[config.mk]
export PLATFORM = sky130hd
export DESIGN_NAME = mem_arbiter
export DESIGN_NICKNAME = d
export VERILOG_FILES = /design/src/rtl/mem_arbiter_pkg.sv /design/src/rtl/mem_arbiter.sv
export SDC_FILE = /design/constraint.sdc
export NUM_CORES = 1
export LEC_CHECK = 0
export CORE_ASPECT_RATIO = 0.75
export CORE_MARGIN = 4
export CORE_UTILIZATION = 41
export CTS_CLUSTER_SIZE = 16
export DETAILED_ROUTE_END_ITERATION = 8
export PLACE_DENSITY_LB_ADDON = 0.1
export SLEW_MARGIN = 20
export SYNTH_ARGS = -nofsm -noshare
export SYNTH_HDL_FRONTEND = slang
export SYNTH_SLANG_ARGS = --single-unit
[constraint.sdc]
create_clock -name clk -period 2.1 [get_ports clk]
set_clock_uncertainty 0.05 [all_clocks]
set_input_delay 0.21 -clock clk [delete_from_list [all_inputs] [get_ports clk]]
set_output_delay 0.21 -clock clk [all_outputs]
set_load 0.02 [all_outputs]
[src/rtl/mem_arbiter_pkg.sv]
// -----------------------------------------------------------------------------
// mem_arbiter_pkg
// Shared definitions for the pipeline stage controller and the BRAM arbiter:
//   - STAGE_* : stage controller state constants
//   - arb_state_e : arbiter FSM encoding (2-bit)
//   - req_id_e : requester identifiers used for ownership and round-robin
// -----------------------------------------------------------------------------
package mem_arbiter_pkg;

  // Stage controller states.
  localparam logic [2:0] STAGE_IF       = 3'd0;
  localparam logic [2:0] STAGE_IF_WAIT  = 3'd1;
  localparam logic [2:0] STAGE_ID       = 3'd2;
  localparam logic [2:0] STAGE_EX       = 3'd3;
  localparam logic [2:0] STAGE_MEM      = 3'd4;
  localparam logic [2:0] STAGE_MEM_WAIT = 3'd5;
  localparam logic [2:0] STAGE_WB       = 3'd6;

  // Arbiter FSM states.
  typedef enum logic [1:0] {
    ARB_IDLE  = 2'd0,
    ARB_ISSUE = 2'd1,
    ARB_WAIT  = 2'd2,
    ARB_RESP  = 2'd3
  } arb_state_e;

  // Requester identities.
  typedef enum logic {
    REQ_FETCH = 1'b0,
    REQ_DATA  = 1'b1
  } req_id_e;

endpackage

[src/rtl/mem_arbiter.sv]
// -----------------------------------------------------------------------------
// mem_arbiter
// Serialises the fetch path and the data path onto one single-port BRAM with
// round-robin fairness on simultaneous requests.
//
// Parameters:
//   ADDR_W  RAM word-address width
//   DATA_W  RAM data width
//   RD_LAT  RAM read latency in cycles after the sampling edge (1..3)
// Ports:
//   clk, reset_n            clock, synchronous active-low reset
//   i_req/i_addr            fetch request (level) and address
//   i_done/i_rdata          fetch completion pulse and registered read data
//   d_req/d_we/d_addr/d_wdata  data request (level), store flag, address, data
//   d_done/d_rdata          data completion pulse and registered load data
//   ram_en/ram_we/ram_addr/ram_wdata  registered RAM port strobes
//   ram_rdata               RAM read data
//   busy                    high whenever a transaction is in flight
// -----------------------------------------------------------------------------
module mem_arbiter
  import mem_arbiter_pkg::*;
#(
  parameter int ADDR_W = 15,
  parameter int DATA_W = 32,
  parameter int RD_LAT = 1
) (
  input  logic              clk,
  input  logic              reset_n,
  input  logic              i_req,
  input  logic [ADDR_W-1:0] i_addr,
  output logic              i_done,
  output logic [DATA_W-1:0] i_rdata,
  input  logic              d_req,
  input  logic              d_we,
  input  logic [ADDR_W-1:0] d_addr,
  input  logic [DATA_W-1:0] d_wdata,
  output logic              d_done,
  output logic [DATA_W-1:0] d_rdata,
  output logic              ram_en,
  output logic              ram_we,
  output logic [ADDR_W-1:0] ram_addr,
  output logic [DATA_W-1:0] ram_wdata,
  input  logic [DATA_W-1:0] ram_rdata,
  output logic              busy
);

  localparam int CNT_W = 2;

  arb_state_e       state;
  arb_state_e       state_next;
  req_id_e          owner;
  req_id_e          last_grant;
  req_id_e          pick;
  logic             any_req;
  logic             we_q;
  logic [CNT_W-1:0] cnt;

  // Round-robin pick: on a tie the requester not granted last wins.
  // NOTE: every signal written in always_comb gets a value on every path,
  // otherwise synthesis infers a latch to hold the old value.
  always_comb begin
    any_req = i_req | d_req;
    pick    = REQ_FETCH;
    if (i_req && d_req) begin
      pick = (last_grant == REQ_FETCH) ? REQ_DATA : REQ_FETCH;
    end else if (d_req) begin
      pick = REQ_DATA;
    end
  end

  // State register.
  // NOTE: sequential state uses non-blocking assignments so every register
  // samples the pre-edge values regardless of process ordering.
  always_ff @(posedge clk) begin
    if (!reset_n) begin
      state <= ARB_IDLE;
    end else begin
      state <= state_next;
    end
  end

  // Next-state logic. Requests are only looked at in IDLE, so a requester
  // dropping or holding req during RESP can never cause a second issue.
  always_comb begin
    state_next = state;
    case (state)
      ARB_IDLE:  if (any_req) state_next = ARB_ISSUE;
      ARB_ISSUE: state_next = we_q ? ARB_RESP : ARB_WAIT;
      ARB_WAIT:  if (cnt == '0) state_next = ARB_RESP;
      ARB_RESP:  state_next = ARB_IDLE;
      default:   state_next = ARB_IDLE;
    endcase
  end

  // Outputs decoded from the state register.
  always_comb begin
    busy   = (state != ARB_IDLE);
    i_done = (state == ARB_RESP) && (owner == REQ_FETCH);
    d_done = (state == ARB_RESP) && (owner == REQ_DATA);
  end

  // Datapath: grant latch, RAM strobes, latency counter and read capture.
  // ram_en/ram_we are set on the grant edge so they are high for exactly the
  // ISSUE cycle; ram_addr/ram_wdata double as the latched request.
  // NOTE: the read-data registers are plain flops (not a memory array), so
  // they take the synchronous reset along with the rest of the state.
  always_ff @(posedge clk) begin
    if (!reset_n) begin
      owner      <= REQ_FETCH;
      last_grant <= REQ_FETCH;
      we_q       <= 1'b0;
      cnt        <= '0;
      ram_en     <= 1'b0;
      ram_we     <= 1'b0;
      ram_addr   <= '0;
      ram_wdata  <= '0;
      i_rdata    <= '0;
      d_rdata    <= '0;
    end else begin
      ram_en <= 1'b0;
      ram_we <= 1'b0;
      case (state)
        ARB_IDLE: begin
          if (any_req) begin
            owner     <= pick;
            we_q      <= (pick == REQ_DATA) && d_we;
            ram_en    <= 1'b1;
            ram_we    <= (pick == REQ_DATA) && d_we;
            ram_addr  <= (pick == REQ_DATA) ? d_addr : i_addr;
            ram_wdata <= (pick == REQ_DATA) ? d_wdata : '0;
          end
        end
        ARB_ISSUE: begin
          cnt <= CNT_W'(RD_LAT - 1);
        end
        ARB_WAIT: begin
          // Counter reaches zero in the cycle the RAM output is valid.
          if (cnt == '0) begin
            if (owner == REQ_DATA) begin
              d_rdata <= ram_rdata;
            end else begin
              i_rdata <= ram_rdata;
            end
          end else begin
            cnt <= cnt - 1'b1;
          end
        end
        ARB_RESP: begin
          last_grant <= owner;
        end
        default: begin
        end
      endcase
    end
  end

endmodule

==> impl_metrics.toml <==
[yosys]
synthDistinctLibCells = 31
yosysTopAreaCell = "dfxtp_1"
synth.top_cells.by_count = "146 x nand2_1, 120 x dfxtp_1, 43 x a21boi_0, 32 x a22o_1, 30 x a21oi_1"
synth_edf_count = 0
ys_ff_latch = 120
ys_seq_area_frac = 0.539
ys.flop_type = "dfxtp_1"
syn-cell-area_mm2 = 0.00446
avgSynthCellArea_um2 = 9.12
synthTopCellsByArea = "dfxtp_1 54%, nand2_1 12%, a21boi_0 7.2%, a22o_1 6.3%, a21boi_1 4.0%"
yosys_warnings = 0
yosysTopAreaCellShare = 0.539
synth_fp_nets = 594
synth-async-reset-ratio = 0
postSynthCellCount = 489
yosysMostFrequentCell = "nand2_1"

[cts]
cts_made_buffers = 17
htree_levels = 4
cts_hold_buf = 0
numClockSinks = 120
ctsLongestPathBuffers = 2
cts_root_buffer = "clkbuf_16"
cts_setup_buffers = 0
clkTransAtPathRegs_ns = 0.05
insertion_delay_ns = 0.40
cts_tree = "done"

[drt]
wl_per_cell_um = 15.9
drc = 0
top_layer = "met4"
drt_wl_total_um = 13500
dr_total_vias = 4229
ant_nets = 0
vias_per_cell = 4.99
routed-wl-met2_um = 6230
wl_met1_um = 5750
dr.pass1.iters = 4
drtIter0Drc = 220
met3_length_um = 1340

[worst_setup_path]
path_class = "reg2out"
r2r-end = "ram_we"
critical_path_arrival_ns = 1.59
path_delay_family = "buffers and inverters"
crit_path_end_kind = "output port"
start_kind = "register"
crit_end = "busy"
crit_buf_inv = 3
reg2reg_slack_ns = 0.42
crit_slowest_cell = "dfxtp_1"
slowest_delay_ns = 0.40
crit_fanout = 6
reg2reg_from = "state[1]"
startpoint = "state[1]"
worst-path-stages = 4
cp.required_ns = 1.84
path_cells = "inv_1 > ha_1 > inv_1 > dlygate4sd2_1"
ff2ff_path_depth = 5
cpMostUsedCell = "inv_1"

[place]
routabilityCongestion = 0.785
io_buffers = 214
dp_hpwl_um = 9540
place_area_mm2 = 0.00670

[global_route]
grt_max_degree = 44
first_global_vias = 4343
grt-ovfl-total = 0
grt_use_total = 0.214
grt_pass1_wl_um = 21400
antenna_found_initial = 0

[timing]
fin_crit_sh = 0.880
rsz0062_at_grt = "no"
max_freq_mhz = 541
tns_ns = 0
final.min_clock_period_ns = 1.85
tightest_slew_ns = 0.508
maxSlewViolCount = 0
relSlewSlack = 0.661
setup_viol = 0
finalHoldViolCount = 0

[power_and_ir_drop]
power.switching_uw = 2550
ir_drop_mv = 0.632
p_comb_frac = 0.309
power.density_mw_per_mm2 = 1130
intPower_uw = 5650
pwr-share-clk = 0.341
cellLeakagePower_uw = 0.00272
seqPwrFrac = 0.350
swShare = 0.311

[floorplanning]
num_io_pins = 215
initial_core_util = 0.427
coreArea_mm2 = 0.0105
die_y_um = 98.3
rows = 32
die_w_um = 128
die-area_mm2 = 0.0126

[layout]
final_area_mm2 = 0.00728
diodes = 0
nNetsFinal = 804
syn_to_final_growth_pct = 63.2
drive_gt1_frac = 0.0632
fillers = 792

[min_path]
hold_class = "in2reg"

[outcome]
status = "complete, no violations"

[job]
cap_violations = 0
worst register-to-register path, stage by stage (launching register included):
cell,delay [ns]
dfxtp_1,0.35
inv_1,0.12
ha_1,0.27
o21a_1,0.47
and2_1,0.21
and3_1,0.16
state kept, by name, indices dropped and copies added, names as in the netlist:
name / flops
cnt: 2
ram_addr: 15
we_q: 1
owner: 1
ram_we: 1
ram_wdata: 32
last_grant: 1
ram_en: 1
d_rdata: 32
i_rdata: 32
state: 2
layout by cell type (no fill, tap or decap), types with 4 or more instances in the layout:
| cell | count |
|---|---|
| nand2_1 | 146 |
| a21boi_0 | 43 |
| a21boi_1 | 24 |
| a22o_1 | 32 |
| inv_1 | 5 |
| dfxtp_1 | 120 |
| buf_4 | 12 |
| nor2b_1 | 4 |
| a21oi_1 | 30 |
| clkbuf_16 | 17 |
| clkinv_2 | 4 |
| ha_1 | 6 |
| o21ai_0 | 17 |
| and2_1 | 4 |
| clkbuf_1 | 4 |
| clkdlybuf4s50_1 | 210 |
power by group through the flow:
stage / clock network, µW / logic (µW) / registers, µW
CTS: 2840 / 2560 / 2870
global placement: 0 / 2520 / 2890
global route: 2960 / 2760 / 2910
finish: 2800 / 2530 / 2870
detailed placement: 0 / 2560 / 2900
floorplan: 0 / 959 / 3300
worst min-delay path by stage:
stage	from	slack, ns	cells past startpoint	endpoint
detailed placement	d_rdata[31]	0.40	2	d_rdata[31]
CTS	reset_n	0.17	2	state[0]
floorplan	d_wdata[0]	0.29	1	ram_wdata[0]
global route	reset_n	0.18	2	state[0]
finish	reset_n	0.18	2	state[0]
global placement	i_rdata[3]	0.39	2	i_rdata[3]
final cells by class:
cell class	count	area (µm²)	area share
multi-input cells	328	1860	0.255
flip-flops and latches	120	2400	0.330
inverters	5	18.8	0.00258
clock buffers	24	482	0.0662
repair buffers	227	2250	0.309
well taps	136	170	0.0234
clock inverters	8	95.1	0.0131
per-layer routing:
layer,global-route usage,vias to the layer above
li1,-,2078
met1,0.259,1959
met2,0.343,176
met3,0.0897,16
met4,0.0759,0
met5,0,-
timing repair:
item	in CTS	in global routing
pin swaps	0	0
gates resized for setup	1	2
setup endpoints to repair	1	2
cloned	0	0
through the flow:
step	instances	utilization	power (µW)	setup WS, ns	hold WS, ns
6_report	848	0.696	8200	0.253	0.181
5_1_grt	848	0.696	8630	0.153	0.182
4_1_cts	848	0.696	8270	0.0155	0.166
3_5_place_dp	816	0.641	5460	0.309	0.396
3_3_place_gp	816	0.641	5410	0.350	0.390
2_1_floorplan	489	-	4260	0.540	0.293
logic make-up (layout without fill, tap and decap cells):
kind of cell	after synthesis	count (layout)	share of synthesized area
adders and majority gates	6	6	0.0168
AOI/OAI and AO/OA	157	157	0.251
and+or+nand+nor	165	165	0.149
buffers and inverters	41	264	0.0446
DFF	120	120	0.539
Power figures use the tool's default switching activity.
